$ cat src/rtl/fetch_redirect_stage.sv
// IF stage: program counter and IF/ID pipeline register.
// Redirects on a taken branch or jump from ID and inserts one bubble.
module fetch_redirect_stage #(
    parameter logic [31:0] RESET_PC  = 32'h0000_0000,
    parameter logic [31:0] NOP_INSTR = 32'h0000_0000
) (
    input  logic        Clk,
    input  logic        Reset_n,
    input  logic        Stall,
    input  logic        Branch,
    input  logic        Take_Branch,
    input  logic [31:0] Branch_Target,
    input  logic        Jump,
    input  logic [31:0] Jump_Target,
    input  logic [31:0] Instr_In,
    output logic [31:0] PC_Out,
    output logic [31:0] IFID_Instr,
    output logic [31:0] IFID_PCPlus4,
    output logic        IFID_Valid,
    output logic        Flush
);

    localparam logic [31:0] WordMask = 32'hFFFF_FFFC;

    logic [31:0] pc_q, pc_d;
    logic [31:0] instr_q, instr_d;
    logic [31:0] pcp4_q, pcp4_d;
    logic        valid_q, valid_d;
    logic        flush_q, flush_d;

    logic        redirect;
    logic [31:0] target;
    logic [31:0] pc_plus4;

    // Take_Branch is meaningless unless a branch actually sits in ID.
    assign redirect = Jump | (Branch & Take_Branch);
    assign target   = Jump ? Jump_Target : Branch_Target;
    assign pc_plus4 = pc_q + 32'd4;

    always_comb begin
        pc_d    = pc_q;
        instr_d = instr_q;
        pcp4_d  = pcp4_q;
        valid_d = valid_q;
        flush_d = 1'b0;
        // Under a stall the comparator operands are stale, so redirects wait.
        if (!Stall) begin
            if (redirect) begin
                pc_d    = target & WordMask;
                instr_d = NOP_INSTR;
                pcp4_d  = 32'd0;
                valid_d = 1'b0;
                flush_d = 1'b1;
            end else begin
                pc_d    = pc_plus4;
                instr_d = Instr_In;
                pcp4_d  = pc_plus4;
                valid_d = 1'b1;
            end
        end
    end

    always_ff @(posedge Clk or negedge Reset_n) begin
        if (!Reset_n) begin
            pc_q    <= RESET_PC & WordMask;
            instr_q <= NOP_INSTR;
            pcp4_q  <= 32'd0;
            valid_q <= 1'b0;
            flush_q <= 1'b0;
        end else begin
            pc_q    <= pc_d;
            instr_q <= instr_d;
            pcp4_q  <= pcp4_d;
            valid_q <= valid_d;
            flush_q <= flush_d;
        end
    end

    assign PC_Out       = pc_q;
    assign IFID_Instr   = instr_q;
    assign IFID_PCPlus4 = pcp4_q;
    assign IFID_Valid   = valid_q;
    assign Flush        = flush_q;

endmodule

$ cat config.mk
export PLATFORM = sky130hd
export DESIGN_NAME = fetch_redirect_stage
export DESIGN_NICKNAME = d
export VERILOG_FILES = /design/src/rtl/fetch_redirect_stage.sv
export SDC_FILE = /design/constraint.sdc
export NUM_CORES = 1
export LEC_CHECK = 0
export ABC_CLOCK_PERIOD_IN_PS = 3100
export CORE_ASPECT_RATIO = 0.6
export CORE_MARGIN = 4
export CORE_UTILIZATION = 47
export CTS_CLUSTER_SIZE = 25
export DETAILED_ROUTE_END_ITERATION = 10
export PLACE_DENSITY_LB_ADDON = 0.2
export SYNTH_ARGS = -nofsm -noshare
export SYNTH_HDL_FRONTEND = slang
export SYNTH_SLANG_ARGS = --single-unit
export TNS_END_PERCENT = 1
$ cat constraint.sdc
create_clock -name Clk -period 3.1 [get_ports Clk]
set_input_delay 0.62 -clock Clk [delete_from_list [all_inputs] [get_ports Clk]]
set_output_delay 0.62 -clock Clk [all_outputs]
set_load 0.05 [all_outputs]
==> metrics.txt <==
status=completed; die width=141 um; synth top area cells=dfrtp_1, nand2_1, o21ai_0; port bufs=191; TritonCTS clock tree=built; clk sinks=94; Max Transition Viols Final=0; CP bufs+invs=1; minimum clock period=2.44 ns; Clock Skew=0.00852 ns; vias per cell=5.56; setup bufs post-CTS=0; Fillers=762; DRC viols=0; RSZ-0062 raised after global routing=false; CP Max Fanout=8; CP Data Required Time=2.48 ns; Fmax achieved=410 MHz; ant diodes=0; Slew HR=0.557; largest net degree at the start of global routing=92; Core ar.=10,100 um^2; via count=4,765; ratio of cells with drive above 1 in the final layout=0.0817; YS warnings=0; max incr delay on CP=0.89 ns; Primary FF master, synth=dfrtp_1; compound-cell area share of the yosys netlist=0.206; startpoint types=flop; Syn Inst Count=546; Starting DRT DRC Count=408; Pint=2.48 mW; xor-xnor portion of the synthesized cell area=0.0489; Core Rows=28; # IOs=200; pre-CTS setup slack=0.558 ns; GRT Overall Usage=0.248; depth of the CTS H-tree=3; drt pass-1 iters=6; fraction of the yosys area taken by sequential cells=0.469; Least-Margin Pin Slew=0.663 ns; Synth cell types=53; peak supply drop=0.000339 V; Pwr Total=4.01 mW; Initial Utilization=0.495; Layout Utilization=0.722; area of the die=12,400 um^2; cts hold-fix bufs=0; clock tree buffer depth=2; combinational share of power=0.350; critical path endpoint category=output pin; clock power share=0.270; clk_lat worst skew=0.35 ns; part of the cycle the worst path needs=0.787; Crit Path Category=reg -> out; Post-Synth Adder-Cell Area=0.00249; setup slack, reg-to-reg=0.81 ns; Sequential Area=2350 um^2; sequential share of power=0.380; Synth Area in Simple Gates=0.188; mapped cell area=5020 um^2; Net Sw Frac=0.382; Top delay family on crit path=buffers and inverters; Congestion Overflow GR=0; average wire per standard cell=18.1 um; Fin. Hold Viols=0; Avg Cell Area, Syn=9.19 um^2; Final GP Congestion=0.878; ys async rst share=1.00; Multi-input gate area=2460 um^2; CP Cell Sequence=clkdlybuf4s50_1; Slowest cell on crit path=clkdlybuf4s50_1; Max Cap Viol=0; P&R area growth vs syn=45.7%; vias in the first global route=4,581; Clk pin slew, worst setup/hold paths=0.06 ns; number of flops mapped to enable cells by yosys=0; CTS buffer count=9; Yosys top cell area share=0.469; Final Worst Setup Slack=0.661 ns; NetSw=1.53 mW; first-pass GRT wire length=24.3 mm; Critical Path AT=1.82 ns; leak pwr=2.94 nW; Die Ht=88.0 um; post-CTS sizing=0; HPWL Detailed=11.0 mm; initial antenna violation count=0; synthesis-stage register bit count=94; most area-hungry cell type in the Yosys netlist=dfrtp_1; HP Class=in -> async; Nets=820; largest family of logic cells by synthesized area=compound AO/OA/AOI/OAI gates; Clock Tree Root=clkbuf_16; mux cell area share after synthesis=0.0407; antenna-violating nets left=0; Fin Setup TNS=0 ns; final wirelength=15.5 mm; PwrDens=549 nW/um^2; final setup fails=0
cells by family after synthesis:
group,after synthesis
simple gates,193
flops,94
fa+ha+maj,1
mux,19
other cells,1
xor+xnor,28
compound gates,160
buf+inv,50
worst paths after layout:
check                                  from  depth (start not counted)                to
max                              PC_Out[18]                          1        PC_Out[18]
min                                 Reset_n                          1  IFID_PCPlus4[27]
max reg2reg                       PC_Out[2]                          6        PC_Out[20]
min reg2reg                IFID_PCPlus4[24]                          2  IFID_PCPlus4[24]
max in group asynchronous           Reset_n                          2        PC_Out[23]
min in group Clk           IFID_PCPlus4[24]                          2  IFID_PCPlus4[24]
cell usage in the layout, fill, tap and decap left out, drive strengths merged, types with 9 or more instances in the layout:
master	instances
nand3	11
dfrtp	94
clkbuf	12
nand2	116
o31ai	16
clkdlybuf4s50	188
nor2	20
mux2	11
o21ai	59
xnor2	11
nand4	15
a2bb2oi	10
a21oi	26
nor2b	9
a31oi	9
a211oi	9
xor2	17
buf	14
o22ai	11
synthesized netlist by cell type (8+ instances only):
cell	count
nand2_1	115
o21ai_0	56
a211oi_1	9
buf_2	10
nor2_1	17
a2bb2oi_1	10
clkbuf_1	23
mux2_2	11
a31oi_1	9
nor2b_1	9
a21oi_1	25
xor2_1	17
nand3_1	11
o22ai_1	11
mux2i_1	8
nand4_1	11
o22a_1	8
o31ai_1	10
dfrtp_1	94
xnor2_1	11
per-stage QoR:
step,hold WS [ns],cell area (um^2),cells
global route,0.223,7310,857
detailed placement,0.471,7020,841
finish,0.196,7310,857
global placement,0.465,7020,841
CTS,0.196,7310,857
floorplan,0.324,5030,549
sequential cells by signal (all words and copies together) (netlist names):
name and flops:
Flush 1, IFID_PCPlus4 30, PC_Out 30, IFID_Instr 32
IFID_Valid 1
power groups by stage:
stage	Clock (mW)	Combinational [mW]	Sequential [mW]
detailed placement	0	1.40	1.54
global route	1.14	1.48	1.55
floorplan	0	0.380	2.00
CTS	1.10	1.41	1.52
finish	1.08	1.40	1.52
global placement	0	1.39	1.53
layer usage:
metal	up-vias	GRT usage	share of wire
met5	-	0	0
met4	0	0.0531	0.011
met3	17	0.0846	0.11
met2	223	0.375	0.44
met1	2256	0.349	0.45
li1	2269	-	-
layout make-up:
type                    instances  share of cell area
multi-input cells             405               0.337
flip-flops and latches         94               0.322
repair buffers                202               0.277
clock buffers                  12              0.0351
well taps                     135              0.0231
clock inverters                 4             0.00428
inverters                       5             0.00257
(Power assumes the default switching activity.)
